[src/rtl/ula_pkg.sv]
// Shared opcodes and FSM encoding for the registered ULA and its multiplier.
package ula_pkg;
  localparam logic [2:0] OP_ADD   = 3'b000;
  localparam logic [2:0] OP_SUB   = 3'b001;
  localparam logic [2:0] OP_MAIOR = 3'b010;
  localparam logic [2:0] OP_MENOR = 3'b011;
  localparam logic [2:0] OP_IGUAL = 3'b100;
  localparam logic [2:0] OP_XOR   = 3'b101;
  localparam logic [2:0] OP_AND   = 3'b110;
  localparam logic [2:0] OP_MUL   = 3'b111;

  typedef enum logic [1:0] {
    ST_IDLE = 2'd0,
    ST_MUL  = 2'd1,
    ST_DONE = 2'd2
  } state_e;
endpackage

[src/rtl/ula_mul.sv]
// Unsigned WIDTH x WIDTH shift-add multiplier: one partial product per cycle,
// WIDTH cycles after start; done pulses for one cycle with the product on p.
module ula_mul #(
  parameter int WIDTH = 4
) (
  input  logic                 clk,
  input  logic                 rst,
  input  logic                 start,
  input  logic [WIDTH-1:0]     a,
  input  logic [WIDTH-1:0]     b,
  output logic                 busy,
  output logic                 done,
  output logic [2*WIDTH-1:0]   p
);
  localparam int CW = $clog2(WIDTH + 1);

  logic [2*WIDTH-1:0] acc_q, acc_d;
  logic [2*WIDTH-1:0] mcand_q, mcand_d;
  logic [WIDTH-1:0]   mplier_q, mplier_d;
  logic [CW-1:0]      cnt_q, cnt_d;
  logic               busy_q, busy_d;
  logic               done_q, done_d;

  always_comb begin
    acc_d    = acc_q;
    mcand_d  = mcand_q;
    mplier_d = mplier_q;
    cnt_d    = cnt_q;
    busy_d   = busy_q;
    done_d   = 1'b0;
    if (start) begin
      acc_d    = '0;
      mcand_d  = {{WIDTH{1'b0}}, a};
      mplier_d = b;
      cnt_d    = '0;
      busy_d   = 1'b1;
    end else if (busy_q) begin
      if (mplier_q[0]) acc_d = acc_q + mcand_q;
      mcand_d  = mcand_q << 1;
      mplier_d = mplier_q >> 1;
      cnt_d    = cnt_q + 1'b1;
      // Last step: the product lands in acc_q on the same edge done rises.
      if (cnt_q == CW'(WIDTH - 1)) begin
        busy_d = 1'b0;
        done_d = 1'b1;
      end
    end
  end

  always_ff @(posedge clk) begin
    if (rst) begin
      acc_q    <= '0;
      mcand_q  <= '0;
      mplier_q <= '0;
      cnt_q    <= '0;
      busy_q   <= 1'b0;
      done_q   <= 1'b0;
    end else begin
      acc_q    <= acc_d;
      mcand_q  <= mcand_d;
      mplier_q <= mplier_d;
      cnt_q    <= cnt_d;
      busy_q   <= busy_d;
      done_q   <= done_d;
    end
  end

  assign busy = busy_q;
  assign done = done_q;
  assign p    = acc_q;
endmodule

[src/rtl/ula_seq.sv]
// Registered ULA with valid/ready handshake on both sides; single-cycle ops
// finish in one cycle, MUL goes through the multi-cycle ula_mul unit.
module ula_seq
  import ula_pkg::*;
#(
  parameter int WIDTH = 4
) (
  input  logic             clk,
  input  logic             rst,
  input  logic             in_valid,
  output logic             in_ready,
  input  logic [2:0]       func,
  input  logic [WIDTH-1:0] A,
  input  logic [WIDTH-1:0] B,
  output logic             out_valid,
  input  logic             out_ready,
  output logic [WIDTH-1:0] Z,
  output logic             zero,
  output logic             carry,
  output logic             ovf
);
  state_e             state_q, state_d;
  logic [WIDTH-1:0]   z_q, z_d;
  logic               zero_q, zero_d;
  logic               carry_q, carry_d;
  logic               ovf_q, ovf_d;

  logic [WIDTH:0]     sum, diff;
  logic [WIDTH-1:0]   alu_z;
  logic               alu_c, alu_o;
  logic               accept;
  logic               mul_start, mul_busy, mul_done;
  logic [2*WIDTH-1:0] mul_p;

  assign sum  = {1'b0, A} + {1'b0, B};
  assign diff = {1'b0, A} - {1'b0, B};

  // diff[WIDTH] is the borrow, i.e. A < B unsigned.
  always_comb begin
    alu_z = '0;
    alu_c = 1'b0;
    alu_o = 1'b0;
    case (func)
      OP_ADD: begin
        alu_z = sum[WIDTH-1:0];
        alu_c = sum[WIDTH];
        alu_o = (A[WIDTH-1] == B[WIDTH-1]) && (sum[WIDTH-1] != A[WIDTH-1]);
      end
      OP_SUB: begin
        alu_z = diff[WIDTH-1:0];
        alu_c = diff[WIDTH];
        alu_o = (A[WIDTH-1] != B[WIDTH-1]) && (diff[WIDTH-1] != A[WIDTH-1]);
      end
      OP_MAIOR: alu_z = {{(WIDTH-1){1'b0}}, (A > B)};
      OP_MENOR: alu_z = {{(WIDTH-1){1'b0}}, (A < B)};
      OP_IGUAL: alu_z = {{(WIDTH-1){1'b0}}, (A == B)};
      OP_XOR:   alu_z = A ^ B;
      OP_AND:   alu_z = A & B;
      default:  alu_z = '0;
    endcase
  end

  assign in_ready  = (state_q == ST_IDLE) || ((state_q == ST_DONE) && out_ready);
  assign out_valid = (state_q == ST_DONE);
  assign accept    = in_valid && in_ready;

  always_comb begin
    state_d   = state_q;
    z_d       = z_q;
    zero_d    = zero_q;
    carry_d   = carry_q;
    ovf_d     = ovf_q;
    mul_start = 1'b0;
    case (state_q)
      ST_MUL: begin
        if (mul_done && !mul_busy) begin
          z_d     = mul_p[WIDTH-1:0];
          zero_d  = (mul_p[WIDTH-1:0] == '0);
          carry_d = 1'b0;
          ovf_d   = |mul_p[2*WIDTH-1:WIDTH];
          state_d = ST_DONE;
        end
      end
      ST_DONE: if (out_ready && !in_valid) state_d = ST_IDLE;
      default: ;
    endcase
    // A new command in DONE overrides the drop to IDLE above.
    if (accept) begin
      if (func == OP_MUL) begin
        mul_start = 1'b1;
        state_d   = ST_MUL;
      end else begin
        z_d     = alu_z;
        zero_d  = (alu_z == '0);
        carry_d = alu_c;
        ovf_d   = alu_o;
        state_d = ST_DONE;
      end
    end
  end

  always_ff @(posedge clk) begin
    if (rst) begin
      state_q <= ST_IDLE;
      z_q     <= '0;
      zero_q  <= 1'b0;
      carry_q <= 1'b0;
      ovf_q   <= 1'b0;
    end else begin
      state_q <= state_d;
      z_q     <= z_d;
      zero_q  <= zero_d;
      carry_q <= carry_d;
      ovf_q   <= ovf_d;
    end
  end

  ula_mul #(.WIDTH(WIDTH)) u_mul (
    .clk   (clk),
    .rst   (rst),
    .start (mul_start),
    .a     (A),
    .b     (B),
    .busy  (mul_busy),
    .done  (mul_done),
    .p     (mul_p)
  );

  assign Z     = z_q;
  assign zero  = zero_q;
  assign carry = carry_q;
  assign ovf   = ovf_q;
endmodule

[config.mk]
export PLATFORM = sky130hd
export DESIGN_NAME = ula_seq
export DESIGN_NICKNAME = d
export VERILOG_FILES = /design/src/rtl/ula_pkg.sv /design/src/rtl/ula_mul.sv /design/src/rtl/ula_seq.sv
export SDC_FILE = /design/constraint.sdc
export NUM_CORES = 1
export LEC_CHECK = 0
export ABC_AREA = 0
export CAP_MARGIN = 0
export CORE_MARGIN = 4
export CORE_UTILIZATION = 57
export DETAILED_ROUTE_END_ITERATION = 10
export PLACE_DENSITY = 0.8
export SLEW_MARGIN = 10
export SYNTH_ARGS = -nofsm -noshare
export SYNTH_HDL_FRONTEND = slang
export SYNTH_HIERARCHICAL = 1
export SYNTH_SLANG_ARGS = --single-unit
export TNS_END_PERCENT = 10
[constraint.sdc]
create_clock -name clk -period 2.25 [get_ports clk]
set_input_delay 0.45 -clock clk [delete_from_list [all_inputs] [get_ports clk]]
set_output_delay 0.45 -clock clk [all_outputs]
set_load 0.01 [all_outputs]
Word level (Yosys, flattened, before mapping)
Index checks and enable logic that the tools add are counted.
- add/sub/neg operators: 4
- magnitude comparators: 2
- bitwise gates (word level): 3
- divide/modulo/power cells: 0
- muxes and demuxes: 34
- shift-type cells: 0
- multiply operators: 0
- equality and inequality tests: 17
- reduce and logical (&&, ||, !) cells: 20
- operators with widths (kind ; number):
    4-bit two-way mux ; 8
    4-bit one-hot mux with 7 select lines ; 1
    1-bit two-way mux ; 18
    3-bit equality test (second input constant) ; 4
    3-bit by 2-bit equality test with 1-bit output (second input constant) ; 3
    8-bit adder ; 1
    4-bit logical NOT ; 2
    2-bit two-way mux ; 4
    1-bit logical AND ; 6
    4-bit by 4-bit adder with 5-bit output ; 1
    4-bit by 4-bit subtractor with 5-bit output ; 1
    4-bit bitwise AND ; 1
    4-bit equality test ; 1
    4-bit > comparator ; 1
    4-bit < comparator ; 1
    1-bit one-hot mux with 2 select lines ; 2
    2-bit one-hot mux with 2 select lines ; 1
    4-bit OR reduction ; 1
    4-bit XOR ; 1
    3-bit by 1-bit adder with 3-bit output (second input constant) ; 1
    3-bit by 1-bit equality test with 1-bit output (second input constant) ; 1
    3-bit logical NOT ; 1
    1-bit != test ; 3
    3-bit by 1-bit != test with 1-bit output (second input constant) ; 1
    other kinds (14) ; 15
- flip-flop bits (word level): 34
- bits in latches: 0
- memories: 0
- output and inout bits: 9
- bits in writable memories: 0
- word-level logic and storage cells: 92
- ROM bits: 0
- input bits: 15

Depth between registers and ports, before layout
Gate-level depths: netlist of run 1.
- depth after elaboration: 6
- mapped depth: 11
- mapped depth without buffers: 9

By module
Netlist of run 1, hierarchy kept.
- by module, submodules not included (module ; area each (um^2) ; seq. area each (um^2) ; instances ; cells each):
    ula_mul ; 1345.0 ; 500.5 ; 1 ; 153
    ula_seq ; 1123.6 ; 180.2 ; 1 ; 134

Least setup slack after synthesis of run 1
No wires, ideal clock.
- kind: flip-flop to flip-flop
- start: register state_q[0]
- end: register u_mul.acc_q[6], in the netlist u_mul/p[6]
- data arrival time: 1.936 ns
- buffers on the path: 2
- data required time: 2.188 ns
- slack: 0.252 ns
- setup time: 0.062 ns
- cell stages (with the launch flop): 11
- period minus slack after synthesis: 1.998 ns
- cells stage by stage: dfxtp_1 > inv_1 > ha_1 > a21o_2 > nand2_1 > nor2_1 > buf_6 > or2_0 > clkbuf_1 > a2111o_1 > nand3_1
- word-level cells in the longest chain between the ends: 6
- elaborated cells on any way between the ends: 7
- those cells by class: eq/ne: 1; mux: 1; reduce/logical: 5
- RTL lines (item ; RTL line ; source):
    start: declaration ; ula_seq.sv:22 ; state_e state_q, state_d;
    start signal: assignment ; ula_seq.sv:110 ; state_q <= state_d;
    2-bit equality test ; n/a ;
    via out_valid ; ula_seq.sv:15 ; output logic out_valid,
    1-bit logical AND ; ula_seq.sv:63 ; assign in_ready = (state_q == ST_IDLE) || ((state_q == ST_DONE) && out_ready);
    1-bit logical OR ; ula_seq.sv:63 ;
    via in_ready ; ula_seq.sv:11 ; output logic in_ready,
    1-bit logical AND ; ula_seq.sv:65 ; assign accept = in_valid && in_ready;
    1-bit two-way mux ; ula_seq.sv:88 ; if (accept) begin
    via mul_start ; ula_seq.sv:32 ; logic mul_start, mul_busy, mul_done;
    2-bit OR reduction (no source line) ; n/a ;
    end signal: assignment ; ula_mul.sv:52 ; acc_q <= '0;
    end signal: assignment ; ula_mul.sv:59 ; acc_q <= acc_d;
    end: declaration ; ula_mul.sv:17 ; logic [2*WIDTH-1:0] acc_q, acc_d;
The timed path passes the listed nets, and every way through them passes these cells.
A chain may end at the register's enable or synchronous reset.

Worst setup path after layout of run 1
- start: register state_q[0]
- end: output in_ready
- word-level cells in the longest chain between the ends: 3
- elaborated cells on any way between the ends: 4
- those cells by class: eq/ne: 1; reduce/logical: 3
- RTL lines (item ; RTL line):
    2-bit equality test ; ula_seq.sv:63
    1-bit logical AND ; ula_seq.sv:63
    1-bit logical OR (*) ; ula_seq.sv:63
    end: declaration ; ula_seq.sv:11
Every way passes the cells marked *; elsewhere a longest branch is shown, timed or not.

==> results of run 1 <==
-- registers in the layout (all words and copies together) (netlist names) --
| name | count |
|---|---|
| Z | 4 |
| carry | 1 |
| ovf | 1 |
| state_q | 2 |
| u_mul/busy | 1 |
| u_mul/cnt_q | 3 |
| u_mul/done | 1 |
| u_mul/mcand_q | 8 |
| u_mul/mplier_q | 4 |
| u_mul/p | 8 |
| zero | 1 |
-- where the power goes --
part | total, W | internal [W] | switching (W)
Clock | 0.000568 | 0.000329 | 0.000239
Combinational | 0.000398 | 0.000197 | 0.000202
Sequential | 0.000642 | 0.000625 | 0.0000170
Total | 0.00161 | 0.00115 | 0.000458
-- cell type report --
class / instances / area (um2)
Sequential cell: 34 / 680.7
Multi-Input combinational cell: 218 / 1603
Timing Repair Buffer: 49 / 425.4
Clock inverter: 3 / 45.04
Inverter: 20 / 75.07
Clock buffer: 5 / 68.82
Tap cell: 50 / 62.56
Fill cell: 342 / 1126
-- cell families after synthesis --
kind of cell               count (synthesis)
xor gates and xnor gates                   3
buffers and inverters                     35
adders and majority gates                 23
DFF                                       34
muxes                                     17
and+or+nand+nor                          108
AOI/OAI and AO/OA                         67
-- stage by stage --
step	setup TNS [ns]	setup WS [ns]	util [%]	cells	hold WS [ns]
after CTS	0	0.05520	72.17	379	0.4804
final	0	0.1010	72.44	379	0.4761
after global placement	-0.6541	-0.1768	69.38	371	0.4616
after floorplan	0	0.2522	-	287	0.4560
after global routing	0	0.002558	72.44	379	0.5047
after detailed placement	-0.8836	-0.2417	69.38	371	0.4702
-- repair_timing --
action / CTS / global route
endpoints found under the setup margin: 0 / 1
resized for setup: 0 / 3
hold endpoints to repair: 0 / 0
setup buffers: 0 / 0
-- worst min-delay path by stage --
stage | to | start | slack, ns
final | carry | carry | 0.48
after global routing | carry | carry | 0.50
after CTS | carry | carry | 0.48
after detailed placement | carry | carry | 0.47
after global placement | carry | carry | 0.46
after floorplan | u_mul/p[3] | u_mul/p[3] | 0.46
-- Yosys cell counts (5+ instances only) --
master / instances
nand2_1: 20
nor4_1: 6
ha_1: 20
mux2i_1: 15
dfxtp_1: 34
o21ai_0: 5
a211oi_1: 5
nand4_1: 6
nand3_1: 7
a21oi_1: 23
inv_1: 18
nor2_1: 36
buf_6: 5
-- critical path: stages, from the launching register on --
cell and delay [ns]:
dfxtp_1 0.36, inv_1 0.08, ha_1 0.24, a21o_2 0.24, clkdlybuf4s50_1 0.49
-- routing by layer --
| layer | GRT usage (%) | share of wire, % | up-vias |
|---|---|---|---|
| li1 | - | - | 1117 |
| met1 | 28.58 | 46 | 1038 |
| met2 | 37.40 | 48 | 55 |
| met3 | 5.062 | 4.7 | 8 |
| met4 | 7.445 | 1.4 | 0 |
| met5 | 0 | 0 | - |
==> impl_metrics.py, run 1 <==
metrics = {
    "run_status": {
        "status": "complete, no violations",
    },
    "grt": {
        "grt_pass1_wl_mm": 9.515,
        "groute.usage.overall_pct": 22.48,
        "antenna_found_initial": 0,
        "grt_pass1_vias": 2162,
        "grt_max_degree": 20,
        "grt_overflow_total": 0,
    },
    "finish": {
        "area_delta_synth_final_pct": 19.92,
        "layout_common_cells": "nor2_1 (35), dfxtp_1 (34), buf_4 (26)",
        "fin_nets": 366,
        "diodes": 0,
        "stdcell_area_mm2": 0.002960,
        "final_common_cell": "nor2_1",
        "drive_above_1_share_pct": 17.33,
    },
    "place": {
        "io_buffers": 23,
        "place_area_mm2": 0.002835,
        "dp_hpwl_mm": 4.289,
        "gp_congestion": 0.8803,
    },
    "sta": {
        "finClkSkew_ns": 0.003729,
        "setup_viol": 0,
        "min_period_over_period_pct": 95.51,
        "max_freq_mhz": 465.3,
        "hold_violations": 0,
        "fin_crit_ns": 2.149,
        "worst_slew_pin_slew_ns": 0.5068,
        "rsz0062_at_grt": "no",
        "final_max_slew_viol_count": 0,
        "slew_headroom_pct": 65.90,
    },
    "synth": {
        "synth-main-ff-cell": "dfxtp_1",
        "synth_top_family_by_area": "simple AND/OR/NAND/NOR gates",
        "avgSynthCellArea_um2": 8.601,
        "synth_adder_area_share_pct": 12.57,
        "synth-simple-area-share_pct": 23.87,
        "synth_area_mm2": 0.002469,
        "yosys.area_share.xor_xnor_pct": 1.368,
        "ys_seq_area_share_pct": 27.57,
        "synth_top_cell_by_area": "dfxtp_1",
        "synth.area.top_cells": "dfxtp_1 (28%), ha_1 (10%), mux2i_1 (6.1%)",
        "synth_cells": 287,
        "syn_nets": 325,
        "synth_mux_area_share_pct": 7.096,
        "async_flop_share_pct": 0,
        "synth_cell_types": 70,
        "synth-edff-count": 0,
        "yosysWarnings": 6,
        "synth_compound_area_share_pct": 19.56,
        "synth-seq-cells": 34,
        "yosysTopAreaCellShare_pct": 27.57,
    },
    "power": {
        "p_leak_nw": 1.224,
        "cellPowerDensity_mw_per_mm2": 543.3,
        "irDropWorstVdd_v": 0.0003457,
        "totalPowerFinal_w": 0.001608,
    },
    "cts": {
        "cts_tree": "yes",
        "cts_made_buffers": 5,
        "cts_max_level": 2,
        "cts_root_buffer": "clkbuf_8",
        "clk_path_buf_depth": 2,
        "clock-sinks": 34,
        "cts_hold_buf": 0,
        "clk_pin_slew_ns": 0.07,
        "worst_skew_pair.late_latency_ns": 0.29,
    },
    "route": {
        "vias": 2218,
        "drt_iter0_drc": 138,
        "avgViaCountPerCell": 5.852,
        "first_pass_iters": 4,
        "wirelength_mm": 5.520,
        "final_antenna_net_count": 0,
        "drc_errors": 0,
        "routedWlPerCell_um": 14.56,
    },
    "critical_path": {
        "endpoint": "in_ready",
        "required_ns": 1.80,
        "crit_start": "state_q[0]",
        "ff2ff_path_depth": 8,
        "end_kind": "primary output",
        "reg2reg_from": "state_q[0]",
        "worstSetupPathType": "flop to primary output",
        "r2r-end": "u_mul/p[6]",
        "worstSetupStartpointType": "flop",
        "cp_max_fo": 5,
        "r2r_setup_slack_ns": 0.21,
        "cp.arrival_ns": 1.70,
    },
    "hold_path": {
        "whs_path_depth": 2,
        "hold_class": "flop to flop",
    },
    "job": {
        "cap_violations": 0,
    },
    "floorplanning": {
        "start_util_pct": 60.41,
        "die_w_um": 73.81,
        "boundaryPins": 24,
        "core_area_mm2": 0.004086,
        "die_h_um": 73.81,
        "rows": 23,
        "dieArea_mm2": 0.005448,
    },
}
No activity file was read; power rests on OpenSTA's default activity.
==> run 2, diff against run 1 <==
--- a/config.mk
+++ b/config.mk
@@ -10,7 +10,7 @@
 export CORE_MARGIN = 4
 export CORE_UTILIZATION = 57
 export DETAILED_ROUTE_END_ITERATION = 10
-export PLACE_DENSITY = 0.8
+export PLACE_DENSITY_LB_ADDON = 0.08
 export SLEW_MARGIN = 10
 export SYNTH_ARGS = -nofsm -noshare
 export SYNTH_HDL_FRONTEND = slang
==> run 2 against run 1 <==
- global-route usage is 0.29 points lower
- via count is 1.8% lower
- count of clock-buffer cells in the layout is 2 higher
- cell count is 0.53% higher
- flip-flop and latch count stayed put
- routed wire length is 0.60% lower
- clock power is 18% lower
- critical path depth is 4 higher
- core utilization is 0.092 points lower
- largest cell class unchanged
==> impl_metrics.py, run 2 (synthesized netlist as in run 1, its figures left out) <==
metrics = {
    "critical_path": {
        "cp_max_fo": 3,
        "end_kind": "flop",
        "cp_slowest_cell": "clkdlybuf4s50_1",
        "path_cells": "clkdlybuf4s50_1, ha_1, fa_2, xor2_2, o22ai_1, a211oi_2, nand3_1, o32ai_2",
        "required_ns": 2.45,
        "worst-path-buf-inv": 1,
        "r2r-end": "u_mul/p[6]",
        "worstSetupPathType": "input port to flop",
        "worstSetupStartpointType": "input port",
        "ff2ff_path_depth": 8,
        "r2r_setup_slack_ns": 0.23,
        "crit_start": "A[0]",
        "cp.arrival_ns": 2.38,
        "path_delay_family": "adder cells",
        "max_stage_delay_ns": 0.45,
        "reg2reg_from": "u_mul/p[0]",
    },
    "finish": {
        "area_delta_synth_final_pct": 19.77,
        "stdcell_area_mm2": 0.002957,
        "layout_common_cells": "nor2_1 (36), dfxtp_1 (34), buf_4 (28)",
        "diodes": 0,
        "fin_nets": 368,
        "drive_above_1_share_pct": 17.82,
        "final_common_cell": "nor2_1",
    },
    "cts": {
        "post_cts_buffers": 0,
        "clock-sinks": 34,
        "worst_skew_pair.late_latency_ns": 0.28,
        "cts_max_level": 2,
        "ctsResizeCount": 0,
        "clk_pin_slew_ns": 0.07,
        "cts_tree": "yes",
        "cts_hold_buf": 0,
        "cts_root_buffer": "clkbuf_8",
        "cts_made_buffers": 5,
        "clk_path_buf_depth": 2,
    },
    "floorplanning": {
        "dieArea_mm2": 0.005448,
        "rows": 23,
        "start_util_pct": 60.41,
        "core_area_mm2": 0.004086,
        "die_h_um": 73.81,
        "die_w_um": 73.81,
        "boundaryPins": 24,
    },
    "grt": {
        "antenna_found_initial": 0,
        "grt_max_degree": 20,
        "groute.usage.overall_pct": 22.20,
        "grt_overflow_total": 0,
        "grt_pass1_vias": 2079,
        "grt_pass1_wl_mm": 9.370,
    },
    "sta": {
        "timing.setup.tns_ns": 0,
        "fin_crit_ns": 2.181,
        "worst_slew_pin_slew_ns": 0.5765,
        "hold_violations": 0,
        "min_period_over_period_pct": 96.92,
        "finClkSkew_ns": 0.005189,
        "slew_headroom_pct": 61.51,
        "holdWs_ns": 0.4781,
        "final_max_slew_viol_count": 0,
        "rsz0062_at_grt": "yes",
        "setup_viol": 0,
        "max_freq_mhz": 458.6,
    },
    "route": {
        "avgViaCountPerCell": 5.719,
        "wirelength_mm": 5.487,
        "first_pass_iters": 4,
        "vias": 2179,
        "routedWlPerCell_um": 14.40,
        "final_antenna_net_count": 0,
        "drc_errors": 0,
        "drt_iter0_drc": 103,
    },
    "hold_path": {
        "whs_endpoint": "u_mul/cnt_q[2]",
        "hold_start": "u_mul/cnt_q[2]",
        "whs_path_depth": 2,
        "hold_class": "flop to flop",
    },
    "run_status": {
        "status": "complete, no violations",
    },
    "place": {
        "place_area_mm2": 0.002850,
        "io_buffers": 23,
        "gp_congestion": 0.9301,
        "dp_hpwl_mm": 4.363,
    },
    "power": {
        "totalPowerFinal_w": 0.001515,
        "cellPowerDensity_mw_per_mm2": 512.3,
        "irDropWorstVdd_v": 0.0003343,
        "p_leak_nw": 1.231,
    },
    "job": {
        "cap_violations": 0,
    },
}
## run 2: worst max-delay path by stage
stage / to / slack (ns) / depth (start not counted)
3_3_place_gp: ovf / -0.21 / 8
3_5_place_dp: zero / -0.27 / 9
4_1_cts: zero / 0.001 / 8
5_1_grt: zero / -0.04 / 10
2_1_floorplan: u_mul/p[6] / 0.25 / 10
6_report: zero / 0.07 / 8
## run 2: power breakdown
group          switching [W]  internal, W  total (W)  leakage [nW]
clock               0.000219     0.000247   0.000466        0.0482
combinational       0.000202     0.000204   0.000406         0.907
sequential         0.0000178     0.000625   0.000643         0.275
## run 2: cell type report
| class | instances | area, um2 |
|---|---|---|
| clock inverter | 1 | 5.005 |
| clock buffer | 7 | 86.33 |
| sequential | 34 | 680.7 |
| tap | 50 | 62.56 |
| fill | 335 | 1130 |
| multi-input combinational | 218 | 1607 |
| timing repair buffer | 51 | 440.4 |
| inverter | 20 | 75.07 |
## run 2: routing by layer
metal  track usage (%)  part of all wire (%)
met1             28.88                    47
met2             36.32                    47
met3             4.241                   4.7
met4             8.048                   2.0
met5                 0                     0
## run 2: worst min-delay path: cells and delay by family (launching register included)
kind / cells / cell delay [ns]
AND/OR/NAND/NOR: 1 / 0.08
flip-flops: 1 / 0.31
AO/OA/AOI/OAI: 1 / 0.05
## run 2: stage by stage
| step | setup WS [ns] | instances | util, % |
|---|---|---|---|
| after detailed placement | -0.2705 | 373 | 69.75 |
| after global routing | -0.04450 | 381 | 72.35 |
| after floorplan | 0.2522 | 287 | - |
| after CTS | 0.001011 | 381 | 71.98 |
| after global placement | -0.2121 | 373 | 69.75 |
| final | 0.06926 | 381 | 72.35 |
==> run 3, diff against run 2 <==
--- a/config.mk
+++ b/config.mk
@@ -8,7 +8,7 @@
 export ABC_AREA = 0
 export CAP_MARGIN = 0
 export CORE_MARGIN = 4
-export CORE_UTILIZATION = 57
+export CORE_UTILIZATION = 62
 export DETAILED_ROUTE_END_ITERATION = 10
 export PLACE_DENSITY_LB_ADDON = 0.08
 export SLEW_MARGIN = 10
==> constraint.sdc (replaced) <==
create_clock -name clk -period 2.8 [get_ports clk]
set_input_delay 0.56 -clock clk [delete_from_list [all_inputs] [get_ports clk]]
set_output_delay 0.56 -clock clk [all_outputs]
set_load 0.01 [all_outputs]
==> run 3 against run 2 <==
- worst setup slack improved by 0.27 ns
- cell count decreased by 5.2%
- global-route usage increased by 0.43 points
- flip-flop and latch count unchanged
- sequential power decreased by 20%
- die area decreased by 7.2%
- combinational power decreased by 27%
- non-clock buffer count decreased by 18
- final area decreased by 5.2%
- first-iteration DRC count increased by 45%
- power decreased by 22%
- critical path type unchanged
- critical endpoint unchanged
==> impl_metrics.py, run 3 (synthesized netlist as in run 1, its figures left out) <==
metrics = {
    "run_status": {
        "status": "complete, no violations",
    },
    "hold_path": {
        "hold_class": "flop to flop",
        "whs_endpoint": "carry",
        "hold_start": "carry",
        "whs_path_depth": 2,
    },
    "place": {
        "io_buffers": 23,
        "gp_congestion": 0.9128,
        "dp_hpwl_mm": 4.176,
        "place_area_mm2": 0.002713,
    },
    "cts": {
        "clk_pin_slew_ns": 0.07,
        "ctsResizeCount": 0,
        "cts_hold_buf": 0,
        "clock-sinks": 34,
        "cts_max_level": 2,
        "clk_path_buf_depth": 2,
        "post_cts_buffers": 0,
        "cts_made_buffers": 5,
        "cts_tree": "yes",
        "worst_skew_pair.late_latency_ns": 0.28,
        "cts_root_buffer": "clkbuf_8",
    },
    "critical_path": {
        "worstSetupStartpointType": "input port",
        "required_ns": 2.99,
        "cp_max_fo": 3,
        "worstSetupPathType": "input port to flop",
        "end_kind": "flop",
        "r2r-end": "u_mul/p[6]",
        "reg2reg_from": "state_q[0]",
        "r2r_setup_slack_ns": 0.62,
        "ff2ff_path_depth": 9,
        "cp.arrival_ns": 2.65,
    },
    "floorplanning": {
        "rows": 22,
        "boundaryPins": 24,
        "start_util_pct": 65.94,
        "die_h_um": 71.10,
        "die_w_um": 71.10,
        "core_area_mm2": 0.003744,
        "dieArea_mm2": 0.005055,
    },
    "sta": {
        "fin_crit_ns": 2.457,
        "max_freq_mhz": 407.0,
        "worst_slew_pin_slew_ns": 0.5005,
        "slew_headroom_pct": 66.63,
        "final_max_slew_viol_count": 0,
        "timing.setup.tns_ns": 0,
        "finClkSkew_ns": 0.007066,
        "hold_violations": 0,
        "min_period_over_period_pct": 87.75,
        "rsz0062_at_grt": "no",
        "setup_viol": 0,
    },
    "route": {
        "first_pass_iters": 4,
        "final_antenna_net_count": 0,
        "drc_errors": 0,
        "routedWlPerCell_um": 15.19,
        "vias": 2144,
        "drt_iter0_drc": 149,
        "wirelength_mm": 5.485,
        "avgViaCountPerCell": 5.939,
    },
    "power": {
        "p_leak_nw": 1.147,
        "cellPowerDensity_mw_per_mm2": 423.0,
        "irDropWorstVdd_v": 0.0003660,
    },
    "grt": {
        "grt_pass1_vias": 2000,
        "antenna_found_initial": 0,
        "grt_max_degree": 18,
        "grt_pass1_wl_mm": 9.370,
        "groute.usage.overall_pct": 22.62,
        "grt_overflow_total": 0,
    },
    "job": {
        "cap_violations": 0,
    },
    "finish": {
        "stdcell_area_mm2": 0.002804,
        "diodes": 0,
        "drive_above_1_share_pct": 11.82,
        "area_delta_synth_final_pct": 13.58,
        "layout_common_cells": "nor2_1 (36), dfxtp_1 (34), a21oi_1 (23), clkdlybuf4s50_1 (23)",
        "nFillCells": 299,
        "fin_nets": 350,
        "final_common_cell": "nor2_1",
    },
}
-- run 3: worst max path at each step --
stage	start	end	slack [ns]	depth (start not counted)
after detailed placement	A[0]	zero	0.08	8
final	A[0]	zero	0.34	8
after floorplan	A[0]	zero	0.79	7
after global routing	A[0]	zero	0.18	10
after global placement	A[0]	zero	0.09	8
after CTS	A[0]	zero	0.34	8
-- run 3: power breakdown --
group | switching (W) | leakage (nW) | total (W) | internal (W)
registers | 0.0000132 | 0.275 | 0.000516 | 0.000502
clock network | 0.000176 | 0.0482 | 0.000375 | 0.000198
logic | 0.000158 | 0.824 | 0.000296 | 0.000138
total | 0.000347 | 1.15 | 0.00119 | 0.000839
-- run 3: worst max-delay path, cell delays in order --
cell             delay [ns]
clkdlybuf4s50_1        0.47
ha_1                   0.28
fa_1                   0.44
xor2_2                 0.14
o22ai_1                0.11
a211oi_2               0.30
nand3_1                0.13
o32ai_2                0.20
-- run 3: metal layers --
layer  track usage, %  share of wire, %  vias to the layer above
li1                 -                 -                     1079
met1            31.94                49                     1020
met2            36.77                47                       43
met3            2.983               3.4                        2
met4            5.219              0.40                        0
met5                0                 0                        -
-- run 3: per-stage QoR --
step	setup slack, ns	cells	utilization [%]	total power, W	hold slack [ns]
after floorplan	0.7874	287	-	0.0007205	0.4560
after global placement	0.08751	353	72.46	0.0008146	0.4583
after detailed placement	0.07621	353	72.46	0.0008198	0.4695
after CTS	0.3448	361	74.90	0.001193	0.4788
after global routing	0.1760	361	74.90	0.001245	0.4883
final	0.3430	361	74.90	0.001186	0.4758
-- run 3: final cells by class --
type | count | area (um2) | area share (%)
Multi-Input combinational cell | 218 | 1592 | 56.76
Sequential cell | 34 | 680.7 | 24.27
Timing Repair Buffer | 33 | 305.3 | 10.89
Clock buffer | 7 | 86.33 | 3.079
Inverter | 20 | 75.07 | 2.677
Tap cell | 48 | 60.06 | 2.142
Clock inverter | 1 | 5.005 | 0.1785
